## src/rtl/mac_pkg.sv

```systemverilog
// Shared types and default widths for the MAC accumulator slice.
package mac_pkg;

  typedef enum logic {
    ACCUM = 1'b0,
    HOLD  = 1'b1
  } mac_state_e;

  localparam int PROD_W_DEF = 8;
  localparam int ACC_W_DEF  = 12;
  localparam int COUNT_DEF  = 4;

endpackage

```

## src/rtl/mac_accumulator_sat_add.sv

```systemverilog
// Signed ACC_W adder with overflow flag; clamps instead of wrapping
// when MAC_ACCUMULATOR_SATURATE_EN is defined.
module sat_add #(
  parameter int W = 12
) (
  input  logic [W-1:0] a,
  input  logic [W-1:0] b,
  output logic [W-1:0] sum,
  output logic         ovf
);

  logic [W-1:0] raw;

  assign raw = a + b;
  assign ovf = (a[W-1] == b[W-1]) && (raw[W-1] != a[W-1]);

`ifdef MAC_ACCUMULATOR_SATURATE_EN
  // clamp direction follows the common operand sign
  always_comb begin
    sum = raw;
    if (ovf) begin
      sum = a[W-1] ? {1'b1, {(W-1){1'b0}}}
                   : {1'b0, {(W-1){1'b1}}};
    end
  end
`else
  assign sum = raw;
`endif

endmodule

```

## src/rtl/mac_accumulator.sv

```systemverilog
// Sums COUNT signed products and hands the result out on valid/ready.
// Build option: MAC_ACCUMULATOR_SATURATE_EN selects saturating adds.
module mac_accumulator
  import mac_pkg::*;
#(
  parameter int PROD_W = PROD_W_DEF,
  parameter int ACC_W  = ACC_W_DEF,
  parameter int COUNT  = COUNT_DEF
) (
  input  logic              clk,
  input  logic              rst,
  input  logic              in_valid,
  output logic              in_ready,
  input  logic [PROD_W-1:0] product,
  input  logic              clear,
  output logic              out_valid,
  input  logic              out_ready,
  output logic [ACC_W-1:0]  result,
  output logic              overflow
);

  localparam int CNT_W = (COUNT > 1) ? $clog2(COUNT) : 1;

  mac_state_e       state_q, state_d;
  logic [ACC_W-1:0] acc_q, acc_d;
  logic [CNT_W-1:0] cnt_q, cnt_d;
  logic [ACC_W-1:0] result_q, result_d;
  logic             ovf_q, ovf_d;

  logic signed [PROD_W-1:0] prod_s;
  logic [ACC_W-1:0]         prod_ext;
  logic [ACC_W-1:0]         add_sum;
  logic                     add_ovf;
  logic                     accept;
  logic                     last;

  assign prod_s   = product;
  assign prod_ext = ACC_W'(prod_s);

  sat_add #(
    .W (ACC_W)
  ) u_add (
    .a   (acc_q),
    .b   (prod_ext),
    .sum (add_sum),
    .ovf (add_ovf)
  );

  assign in_ready  = (state_q == ACCUM) && !clear;
  assign accept    = in_valid && in_ready;
  assign last      = (cnt_q == CNT_W'(COUNT - 1));
  assign out_valid = (state_q == HOLD);
  assign result    = result_q;
  assign overflow  = ovf_q;

  always_comb begin
    state_d  = state_q;
    acc_d    = acc_q;
    cnt_d    = cnt_q;
    result_d = result_q;
    ovf_d    = ovf_q;
    unique case (state_q)
      ACCUM: begin
        if (clear) begin
          acc_d = '0;
          cnt_d = '0;
          ovf_d = 1'b0;
        end else if (accept) begin
          ovf_d = ovf_q | add_ovf;
          if (last) begin
            result_d = add_sum;
            acc_d    = '0;
            cnt_d    = '0;
            state_d  = HOLD;
          end else begin
            acc_d = add_sum;
            cnt_d = cnt_q + CNT_W'(1);
          end
        end
      end
      HOLD: begin
        if (out_ready) begin
          state_d = ACCUM;
          ovf_d   = 1'b0;
        end
      end
      default: state_d = ACCUM;
    endcase
  end

  always_ff @(posedge clk or posedge rst) begin
    if (rst) begin
      state_q  <= ACCUM;
      acc_q    <= '0;
      cnt_q    <= '0;
      result_q <= '0;
      ovf_q    <= 1'b0;
    end else begin
      state_q  <= state_d;
      acc_q    <= acc_d;
      cnt_q    <= cnt_d;
      result_q <= result_d;
      ovf_q    <= ovf_d;
    end
  end

endmodule

```

## config.mk

```make
export PLATFORM = sky130hd
export DESIGN_NAME = mac_accumulator
export DESIGN_NICKNAME = d
export VERILOG_FILES = /design/src/rtl/mac_pkg.sv /design/src/rtl/mac_accumulator_sat_add.sv /design/src/rtl/mac_accumulator.sv
export SDC_FILE = /design/constraint.sdc
export NUM_CORES = 1
export LEC_CHECK = 0
export ABC_CLOCK_PERIOD_IN_PS = 2300
export CAP_MARGIN = 20
export CORE_ASPECT_RATIO = 2
export CORE_MARGIN = 2
export CORE_UTILIZATION = 53
export CTS_CLUSTER_DIAMETER = 100
export DETAILED_ROUTE_END_ITERATION = 8
export GPL_TIMING_DRIVEN = 0
export PLACE_DENSITY = 0.91
export RECOVER_POWER = 50
export SLEW_MARGIN = 30
export SYNTH_ARGS = -nofsm -noshare
export SYNTH_HDL_FRONTEND = slang
export SYNTH_SLANG_ARGS = --single-unit
```

## constraint.sdc

```tcl
create_clock -name clk -period 2.3 [get_ports clk]
set_input_delay 0.46 -clock clk [delete_from_list [all_inputs] [get_ports clk]]
set_output_delay 0.46 -clock clk [all_outputs]
set_load 0.01 [all_outputs]
```

==> metrics, run 1 <==
Ports=28; initial antenna violation count=0; gp weighted congestion=0.894; Root Buffer=clkbuf_8; number of global-route vias before repair=1551; Max IR drop VDD=0.630 mV; starting DRC count in detailed routing=45; startpoint types=input pin; Multi-input gate area=slightly above 1000 um2; Mapped Area=1670 um2; Final period util=97.1%; total power=1.80 mW; Max Cap Viol=0; worst flop-to-flop path startpoint=acc_q[0]; Worst EP arrival=2.40 ns; Leak=0.997 nW; Place WS=-0.463 ns; flop and latch count out of synthesis=28; Die X-Extent=about 44 um; Worst EP required=2.46 ns; Synth Flop Type=dfrtp_1; final hold slack=0.487 ns; final WL=4380 um; CTS Buf Count=3; CP most frequent cell=o21a_1; list of most frequent post-synthesis cells=dfrtp_1 (28), nand2_1 (16), a21oi_1 (12), ha_1 (12), o21ai_0 (12); Cell variety after synth=35; Worst Slack Setup Final=about 0.067 ns; fraction of layout cells with a size suffix above 1=18.1%; Gate Count Post-Synth=167; Die Y=83.5 um; post-route antenna net violation count=0; # diodes=0; clock power share=between 20% and 30%; min-delay src=result[10]; grt total ovfl=0; fin nets=226; setup_tns=0 ns; Post-synth ARST share=100%; Crit Path Category=input pin to flip-flop; FF-to-FF setup slack=~0.11 ns; Seq/Total Area, Yosys=41.9%; Synth Area in XOR/XNOR=4.49%; hold buffer count at CTS=0; clock slew at reported path FFs=0.10 ns; average size of a mapped cell=around 10 um2; Vias=1470; CP Cell Sequence=clkdlybuf4s50_1 > inv_1 > fa_2 > nor2b_1 > o21a_1 > o21a_1 > o41ai_2 > xnor2_1 > mux2_4; port buffer count=27; Post-Synth Adder-Cell Area=between 10% and 20%; fin. max-slew vios=0; CTS tree=built; global-route usage over all layers=24.7%; Core Box Area=~3000 um2; Buf/Inv on CP=2; Rows=28; Seq pwr share=~37%; EDFF count, synth=0; status=finished clean; CP Capture Type=flip-flop; mux contribution to synthesized area=5.39%; CTS sink cnt=28; Sw Share=32.6%; drt drc=0; Ys Warns=0; post-layout util=72.5%; vias per inst=6.42; CP delay by family, top=buffers and inverters; most frequent cell after synthesis=dfrtp_1; Compound-Gate Fraction of Synth Area=24.5%; Hold EP=result[10]; top cell type's share of synthesized area=41.9%; drt wl/cell=between 15 and 20 um; hpwl dp=2980 um; FF/Latch Area=701 um2; Pint=~1.2 mW; initial core utilization=56.2%; syn_nets=193; Clock Latency Late Sink=around 0.28 ns; Rel. slew slack=29.3%; Switch Pwr=589 uW; Final setup viols=0; Slew @ Worst Pin=about 1.1 ns; crit path time final=~2.2 ns; Simple-Gate Fraction of Synth Area=10.8%; fill count=190; RSZ-0062 raised after global routing=true; r2r worst-path depth=9; Hold/Removal Path Class=flip-flop to flip-flop; Hold Path Cell Cnt=2; CP max-delay cell=clkdlybuf4s50_1; die area=3650 um2; largest net degree at the start of global routing=29; synthesis-to-finish area growth=29.1%; final hold vios=0; clock skew=0.00983 ns; crit-path max FO=3; delay of the slowest critical-path stage=0.48 ns; global-route wire length before repair=7050 um; combinational share of power=41.5%; drt pass-1 iters=4; fmax=448 MHz; Crit Reg-Reg Endpoint=result[8]; pwr dens=835 nW/um2; largest area contributor in the netlist=dfrtp_1; H-tree levels=1; Area contributors post-synth=dfrtp_1 (42%), ha_1 (9.0%), mux2_2 (5.4%); combinational family with the most area after synthesis=compound AO/OA/AOI/OAI gates; clk buf depth=2
## power groups by stage
stage / clock, mW / sequential, mW / combinational [mW]
2_1_floorplan: 0 / 0.693 / 0.395
3_3_place_gp: 0 / 0.665 / 0.650
3_5_place_dp: 0 / 0.673 / 0.673
4_1_cts: 0.390 / 0.664 / 0.696
5_1_grt: 0.406 / 0.681 / 0.805
6_report: 0.387 / 0.669 / 0.748
## layer usage
metal  track usage (%)  vias to the layer above  part of all wire, %
met5                 0                        -                    0
met4              12.7                        0                  4.5
met3              1.52                       18                  3.8
met2              43.6                       56                   55
met1              28.1                      717                   37
li1                  -                      679                    -
## how the worst max path moves through the flow
| stage | from | endpoint | slack (ns) | cells after the start |
|---|---|---|---|---|
| after floorplan | product[0] | result[8] | 0.19 | 9 |
| final | product[1] | result[8] | 0.07 | 9 |
| after detailed placement | product[0] | result[8] | -0.46 | 10 |
| after global routing | product[3] | acc_q[11] | -0.01 | 8 |
| after CTS | product[1] | result[8] | 0.01 | 9 |
| after global placement | product[0] | result[10] | -0.40 | 10 |
## flip-flops by register name (all words and copies together) (netlist names)
signal / cells
overflow: 1
acc_q: 12
cnt_q: 2
result: 12
out_valid: 1
## repair_timing
item,in CTS,in global routing
pin swaps,6,9
gates resized for setup,10,14
setup buffers,1,0
endpoints found under the setup margin,9,7
## metrics by stage
step / std cells / cell area, um2
after floorplan: 167 / 1670
after global placement: 224 / 1980
after detailed placement: 224 / 1980
after CTS: 229 / 2080
after global routing: 229 / 2160
final: 229 / 2160
## kinds of logic (layout without fill, tap and decap cells)
family                     after synthesis  in the layout
xor gates and xnor gates                 7              7
DFF                                     28             28
muxes                                    8              8
adders and majority gates               13             13
buffers and inverters                   12             44
AOI/OAI and AO/OA                       60             60
and+or+nand+nor                         39             39
## worst register-to-register path, delay by kind of cell, from the launching register on
| kind | cells | cell delay (ns) |
|---|---|---|
| multiplexers | 1 | 0.28 |
| AND/OR/NAND/NOR | 1 | 0.05 |
| XOR/XNOR | 1 | 0.14 |
| adder cells (fa/ha/maj) | 2 | 0.42 |
| flip-flops | 1 | 0.41 |
| AO/OA/AOI/OAI | 3 | 0.71 |
| buffers and inverters | 1 | 0.07 |
## cells in the final DEF (no fill, tap or decap), types with 2 or more instances in the layout
cell type	n
a211oi_1	3
dfrtp_1	28
o21ai_0	11
ha_1	7
o31ai_1	2
dlygate4sd3_1	5
nand4_1	2
a22o_1	7
nor2b_1	3
o21a_1	4
mux2_2	7
a211oi_2	2
a21oi_1	8
a31oi_1	2
nor2_1	7
ha_4	3
o211ai_1	2
o22ai_1	2
a21oi_2	3
clkbuf_1	3
nor3_1	4
inv_1	7
clkbuf_8	3
nand2_1	15
a21o_1	7
dlygate4sd2_1	3
clkdlybuf4s50_1	19
ha_2	2
xnor2_1	5
## area by class of cell
class | instances | share of cell area, %
well taps | 30 | 1.74
clock buffers | 3 | 1.91
plain buffers | 4 | 0.753
clock inverters | 1 | 1.39
inverters | 8 | 1.39
repair buffers | 28 | 12.7
flip-flops and latches | 28 | 32.4
multi-input cells | 127 | 47.7
Power figures use the tool's default switching activity.
==> run 2: changes to the inputs <==
--- a/config.mk
+++ b/config.mk
@@ -12,7 +12,7 @@
 export CORE_UTILIZATION = 53
 export CTS_CLUSTER_DIAMETER = 100
 export DETAILED_ROUTE_END_ITERATION = 8
-export GPL_TIMING_DRIVEN = 0
+export GPL_TIMING_DRIVEN = 1
 export PLACE_DENSITY = 0.91
 export RECOVER_POWER = 50
 export SLEW_MARGIN = 30
==> run 2 against run 1 <==
Sequential share of layout area is 2.5 points lower. Highest routed layer unchanged. Register-to-register slack about the same. Wire length is 8.9% higher. Clock skew fell by 0.0077 ns. Final area rose by 8.2%. Critical path type unchanged. Final cell count grew 11%. Combinational power grew 12%. First-iteration DRC count increased by 20%. Via count rose by 8.2%.
==> metrics, run 2 (synthesized netlist as in run 1, its figures left out) <==
status=finished clean; clock slew at reported path FFs=0.09 ns (about the same); Leak=1.14 nW (+14%); initial antenna violation count=0 (unchanged); Switch Pwr=616 uW (+4.6%); fin area=2340 um2 (+8.2%); Final period util=99.0% (+1.9 points); initial core utilization=56.2% (unchanged); fin. max-slew vios=0 (unchanged); Die X-Extent=43.7 um (unchanged); final hold vios=0 (unchanged); Die Y=83.5 um (unchanged); gp weighted congestion=0.907 (+1.5%); drt wl/cell=18.7 um (-2.2%); CP Capture Type=flip-flop; Slew @ Worst Pin=0.728 ns (-0.331 ns); # diodes=0 (unchanged); combinational share of power=44.3% (+2.8 points); Sw Share=32.4% (-0.18 points); Vias=1590 (+8.2%); largest net degree at the start of global routing=29 (unchanged); startpoint types=input pin; fraction of layout cells with a size suffix above 1=27.1% (+9.0 points); Hold/Removal Path Class=flip-flop to flip-flop; global-route usage over all layers=27.2% (+2.5 points); fmax=439 MHz (-1.9%); fill count=185 (-2.6%); crit-path max FO=3 (unchanged); drt pass-1 iters=4 (unchanged); Rows=28 (unchanged); CTS Buf Count=3 (unchanged); Worst EP required=2.48 ns (+0.02 ns); clock skew=0.00217 ns (-0.00766 ns); grt total ovfl=0 (unchanged); post-layout util=78.5% (+6.0 points); Crit Path Category=input pin to flip-flop; Worst EP arrival=2.46 ns (+0.06 ns); Root Buffer=clkbuf_8; post-place instance area=2180 um2 (+10%); Max Cap Viol=0 (unchanged); CTS tree=built; Ports=28 (unchanged); vias per inst=6.24 (-2.9%); drt drc=0 (unchanged); Max IR drop VDD=0.650 mV (+3.1%); clock power share=20.6% (-0.8 points); number of global-route vias before repair=1745 (+13%); Seq pwr share=35.2% (-1.9 points); port buffer count=27 (unchanged); CTS sink cnt=28 (unchanged); Core Box Area=2980 um2 (unchanged); crit path time final=2.28 ns (+0.0430 ns); starting DRC count in detailed routing=54 (+20%); hold buffer count at CTS=0 (unchanged); clk buf depth=2 (unchanged); hpwl dp=3430 um (+15%); final hold slack=0.492 ns (+0.00535 ns); Pint=1.28 mW (+5.5%); Clock Latency Late Sink=0.28 ns (about the same); post-route antenna net violation count=0 (unchanged); most frequent cells in the layout=dfrtp_1 (28), buf_4 (27), clkdlybuf4s50_1 (20), nand2_1 (16); most common cell after layout, fill and taps aside=dfrtp_1; global-route wire length before repair=7710 um (+9.3%); Final setup viols=0 (unchanged); final WL=4770 um (+8.9%); Place WS=-0.343 ns (+0.120 ns); Rel. slew slack=51.5% (+22 points); synthesis-to-finish area growth=39.7%; Worst Slack Setup Final=0.0238 ns (-0.0430 ns); H-tree levels=1 (unchanged); pwr dens=812 nW/um2 (-2.8%); die area=3650 um2 (unchanged); fin nets=252 (+12%)
[run 2: cell types whose count changed in the layout (fill, tap and decap cells not counted), moves of 2 or more]
cell,previous run,this run
dlygate4sd2_1,3,1
ha_4,3,1
o31ai_1,2,0
buf_4,1,27
o31ai_2,0,2
ha_1,7,10
o21ai_1,0,2
[run 2: through the flow]
| step | TNS [ns] | std cells | power, mW |
|---|---|---|---|
| after floorplan | 0 | 167 | 1.09 |
| after global placement | -2.49 | 249 | 1.41 |
| after detailed placement | -3.11 | 249 | 1.46 |
| after CTS | 0 | 254 | 1.86 |
| after global routing | -0.0768 | 255 | 2.00 |
| final | 0 | 255 | 1.90 |
[run 2: repair_timing]
item	in CTS	in global routing
setup endpoints to repair	4	6
pin swaps	10	13
gates cloned	0	0
buffers inserted	1	1
gates resized for setup	6	16
[run 2: per-layer routing]
metal  GRT usage, %  routed length [um]  vias up
li1               -                   -      732
met1           29.9                1720      783
met2           48.8                2690       50
met3           3.25                 146       25
met4           12.4                 212        0
met5              0                   0        -
[run 2: final timing paths]
check	start	slack, ns	depth (start not counted)	endpoint
min in group asynchronous	rst	0.82	3	out_valid
worst min-delay path	result[1]	0.49	2	result[1]
worst min register to register	result[1]	0.49	2	result[1]
max in group asynchronous	rst	1.02	3	acc_q[9]
worst max register to register	acc_q[0]	0.10	10	acc_q[6]
worst max-delay path	product[1]	0.02	10	acc_q[6]
[run 2: critical path: stages]
cell and delay (ns):
clkdlybuf4s50_1 0.44, inv_1 0.10, fa_2 0.22, nor2b_2 0.04, o21a_1 0.20, o21a_1 0.22, buf_6 0.13, o21a_1 0.19
o21a_1 0.21, o31ai_2 0.25
[run 2: area by class of cell]
type	instances	area (um2)	area share, %
clock buffer	3	41.3	1.77
sequential	28	701	30.0
clock inverter	1	30.0	1.28
inverter	8	30.0	1.28
multi-input combinational	127	1000	42.8
tap	30	37.5	1.61
timing repair buffer	58	498	21.3
[run 2: power groups by stage]
stage / combinational [mW] / clock, mW / sequential (mW)
finish: 0.840 / 0.391 / 0.667
global route: 0.900 / 0.416 / 0.681
CTS: 0.800 / 0.395 / 0.667
detailed placement: 0.783 / 0 / 0.675
global placement: 0.743 / 0 / 0.667
floorplan: 0.395 / 0 / 0.693
==> variant 1: new RTL, flow settings as in run 1 <==
Build with the macro `MAC_ACCUMULATOR_SATURATE_EN` defined.
--- a/src/rtl/mac_accumulator_sat_add.sv
+++ b/src/rtl/mac_accumulator_sat_add.sv
@@ -1,4 +1,6 @@
 // Signed ACC_W adder with overflow flag; clamps instead of wrapping
 // when MAC_ACCUMULATOR_SATURATE_EN is defined.
+`define MAC_ACCUMULATOR_SATURATE_EN
+
 module sat_add #(
   parameter int W = 12
Behaviour: same outputs for any inputs over 4 cycles, from zero or initial values and one cycle with rst high; that may be too few to reach the edited logic, so the function may still have changed.
==> variant 1 against run 1 <==
- combinational power is 12% higher
- routed wire length decreased by 6.4%
- maximum frequency down 0.80%
- register-to-register slack got worse by 20 ps
- count of clock-buffer cells in the layout up 1
- critical endpoint is now result[3]
- cell area rose by 6.4%
- worst setup slack lost 18 ps
- area after synthesis is 2.3% higher
- sequential cell count unchanged
- critical path type unchanged
- core utilization up 1.1 points
- power up 0.20%
- worst hold slack better by 4.2 ps
==> variant 1: results (changes against run 1) <==
status:
  outcome: "completed"  # unchanged
cts:
  path_clk_slew_ps: 80  # was 100 ps
worst_setup_path:
  r2r_end: "result[3]"  # was result[8]
  critical_path.max_stage_delay_ps: 340  # was 480 ps
  cp_max_fo: 5  # was 3
  cp_slowest_cell: "nor3_4"  # was clkdlybuf4s50_1
  ff2ff_setup_slack_ps: 90  # was 110 ps
  rr_worst_depth: 8  # was 9
detailed_routing:
  drt-initial-drc-count: 27  # was 45
  vias: 1504  # was 1470
  routed_wirelength_mm: 4.10  # was 4.38 mm
grt:
  grt_pass1_wl_mm: 7.04  # was 7.05 mm
  grt_pass1_vias: 1590  # was 1551
  track_usage: 0.251  # was 0.247
timing:
  clock_skew_ps: 2.16  # was 9.83 ps
yosys:
  synth_fp_nets: 206  # was 193
  synth.yosys.seq_area_share: 0.409  # was 0.419
  synth.area.mux_share: 0.0314  # was 0.0539
  synthAdderAreaFrac: 0.0994  # was 0.102
  synth-xor-area-share: 0.0409  # was 0.0449
place:
  gp_congestion: 0.865  # was 0.894
  post-dp-hpwl_mm: 2.80  # was 2.98 mm
final_layout:
  nNetsFinal: 249  # was 226
power_and_ir_drop:
  ir_drop_uv: 678  # was 630 uV
  pg_comb_uw: 838  # was 748 uW
  power_leakage_uw: 0.00101  # was 0.000997 uW
## variant 1: cell count changes in the layout (fill, tap and decap cells not counted), moves of 4 or more
cell / delta
a22o_1: -5
buf_4: +9
clkdlybuf4s50_1: -5
dlygate4sd2_1: +4
ha_1: -4
inv_1: -4
mux2_2: -5
nand2_1: +18
nor3_1: -4
o21ai_1: +8
xor2_1: +4
## variant 1: cell type report
| type | count | area (sq um) |
|---|---|---|
| flip-flops and latches | 28 | 701 |
| inverters | 3 | 11.3 |
| multi-input cells | 145 | 1140 |
| clock buffers | 4 | 55.1 |
| fillers | 236 | 823 |
| well taps | 31 | 38.8 |
| repair buffers | 37 | 332 |
| plain buffers | 5 | 20.0 |
## variant 1: layer usage
| layer | global-route usage | up-vias | part of all wire |
|---|---|---|---|
| li1 | - | 745 | - |
| met1 | 0.293 | 725 | 0.39 |
| met2 | 0.430 | 25 | 0.56 |
| met3 | 0.0129 | 9 | 0.019 |
| met4 | 0.152 | 0 | 0.026 |
| met5 | 0 | - | 0 |
## variant 1: per-stage QoR
stage                      util  setup TNS, ps  setup WS (ps)  std cells
final                     0.736              0           48.9        253
after global routing      0.736           -101          -32.2        253
after CTS                 0.731              0           56.0        252
after detailed placement  0.648         -12510           -673        238
after global placement    0.648         -11850           -636        238
after floorplan               -              0           54.1        180
## variant 1: how the worst max path moves through the flow
stage               depth (start not counted)   endpoint       start
global placement                            8  result[3]  product[7]
global route                               10   acc_q[4]  product[1]
CTS                                         9  result[3]  product[4]
floorplan                                   8  result[5]  product[2]
finish                                      9  result[3]  product[1]
detailed placement                          8  result[3]  product[7]
## variant 1: repair_timing
action	in CTS	in global routing
pin swaps	19	7
setup endpoints to repair	25	11
resized for setup	33	6
setup buffers	9	1
endpoints found under the hold margin	0	0
cloned	1	0
==> variant 2: new RTL, config.mk and constraints of run 1 <==
Without the edit above. Put one more register stage on the output `overflow`. The value now appears one clock later. The other outputs are not delayed to match.
--- a/src/rtl/mac_accumulator.sv
+++ b/src/rtl/mac_accumulator.sv
@@ -52,5 +52,7 @@
   assign out_valid = (state_q == HOLD);
   assign result    = result_q;
-  assign overflow  = ovf_q;
+  always_ff @(posedge clk) begin
+    overflow <= ovf_q;
+  end
 
   always_comb begin
Formal check against the unedited RTL: no difference found for any inputs over 4 cycles, from zero or initial values and one cycle with rst high; that may be too few to reach the edited logic, so the function may still have changed.
==> variant 2 against run 1 <==
- first-iteration DRC count grew 8.9%
- cell area grew 2.5%
- routed wire length shrank 7.0%
- synthesized cell count grew 0.60%
- power grew 8.1%
- area after synthesis grew 1.2%
- sequential power grew 2%
- worst setup slack gained 0.62 ps
- combinational power shrank 5.7%
- sequential cell count grew 1
- critical endpoint unchanged
==> variant 2: results (changes against run 1) <==
min_path:
  whs_path_depth: 0  # was 2
  hold-path-endpoint: "overflow"  # was result[10]
timing:
  slew-limit-headroom: 0.275  # was 0.293
  clock_skew_ps: 12.7  # was 9.83 ps
power_and_ir_drop:
  ir_drop_uv: 633  # was 630 uV
  power_leakage_uw: 0.00106  # was 0.000997 uW
grt:
  grt_pass1_vias: 1474  # was 1551
  grt_pass1_wl_mm: 6.38  # was 7.05 mm
  track_usage: 0.237  # was 0.247
yosys:
  synth.yosys.seq_area_share: 0.426  # was 0.419
  yosys-top-cells-area: "dfrtp_1 (41%), ha_1 (8.9%), mux2_2 (5.3%)"  # was dfrtp_1 (42%), ha_1 (9.0%), mux2_2 (5.4%)
  synth-async-reset-ratio: 0.966  # was 1.00
  ys_types: 36  # was 35
  synth_fp_nets: 194  # was 193
worst_setup_path:
  crit_start: "product[2]"  # was product[1]
  cp_max_fo: 4  # was 3
  arrival_ps: 2420  # was 2400 ps
  r2r_end: "result[7]"  # was result[8]
detailed_routing:
  via_per_inst: 6.17  # was 6.42
  drt-initial-drc-count: 49  # was 45
cts:
  htreeDepth: 2  # was 1
  clock_latency_ps: 300  # was 280 ps
  cts_made_buffers: 5  # was 3
  path_clk_slew_ps: 70  # was 100 ps
final_layout:
  nNetsFinal: 232  # was 226
  nFillCells: 232  # was 190
place:
  post-dp-hpwl_mm: 2.72  # was 2.98 mm
  pre_cts_slack_ps: -446  # was -463 ps
status:
  outcome: "completed"  # unchanged
[variant 2: changes by cell type after synthesis, sizes merged]
cell / delta
dfxtp: +1
[variant 2: power breakdown]
part / total, uW / leakage (uW) / internal (uW) / switching, uW
sequential: 683 / 0.000382 / 622 / 61.3
combinational: 705 / 0.000618 / 365 / 339
clock: 562 / 0.0000585 / 353 / 209
[variant 2: cell families (layout without fill, tap and decap cells)]
group,Yosys count,in the layout,synth area share
buffers and inverters,12,51,0.0273
adder cells (fa/ha/maj),13,13,0.101
flip-flops,29,29,0.426
multiplexers,8,8,0.0532
AND/OR/NAND/NOR,39,39,0.107
XOR/XNOR,7,7,0.0443
AO/OA/AOI/OAI,60,60,0.242
[variant 2: through the flow]
step                area [sq um]  std cells  total power (uW)  hold slack (ps)
finish                      2210        238              1950              368
global route                2210        238              2050              377
CTS                         2140        235              1930              374
detailed placement          2000        226              1360              359
global placement            2000        226              1340              355
floorplan                   1690        168              1110              341
[variant 2: how the worst max path moves through the flow]
stage                 to  slack, ps
6_report       result[8]         70
3_5_place_dp   result[8]       -450
3_3_place_gp   result[8]       -400
5_1_grt        result[7]        -20
4_1_cts        result[8]        -40
2_1_floorplan  result[8]        190
[variant 2: final cells by class]
| type | count | area [sq um] | share of cell area |
|---|---|---|---|
| timing repair buffer | 31 | 304 | 0.137 |
| clock buffer | 7 | 86.3 | 0.0390 |
| sequential | 29 | 721 | 0.326 |
| clock inverter | 1 | 30.0 | 0.0136 |
| inverter | 8 | 30.0 | 0.0136 |
| buffer | 4 | 16.3 | 0.00735 |
| tap | 31 | 38.8 | 0.0175 |
| multi-input combinational | 127 | 987 | 0.446 |
[variant 2: routing by layer]
| metal | GRT usage | wire length, microns | vias up |
|---|---|---|---|
| li1 | - | - | 690 |
| met1 | 0.255 | 1530 | 734 |
| met2 | 0.402 | 2270 | 33 |
| met3 | 0.0519 | 125 | 12 |
| met4 | 0.138 | 142 | 0 |
| met5 | 0 | 0 | - |
[variant 2: critical path, stage by stage]
cell	delay [ps]
clkdlybuf4s50_1	510
ha_4	230
nor2b_1	130
o21a_1	200
o21a_2	240
o41ai_4	250
xnor2_1	130
mux2_2	270
[variant 2: what timing repair did]
action / 4_1_cts / 5_1_grt
hold buffers: 0 / 0
pin swaps: 4 / 8
cloned: 0 / 0
endpoints found under the setup margin: 9 / 12
gates resized for setup: 6 / 9
buffers inserted: 1 / 3
endpoints found under the hold margin: 0 / 0
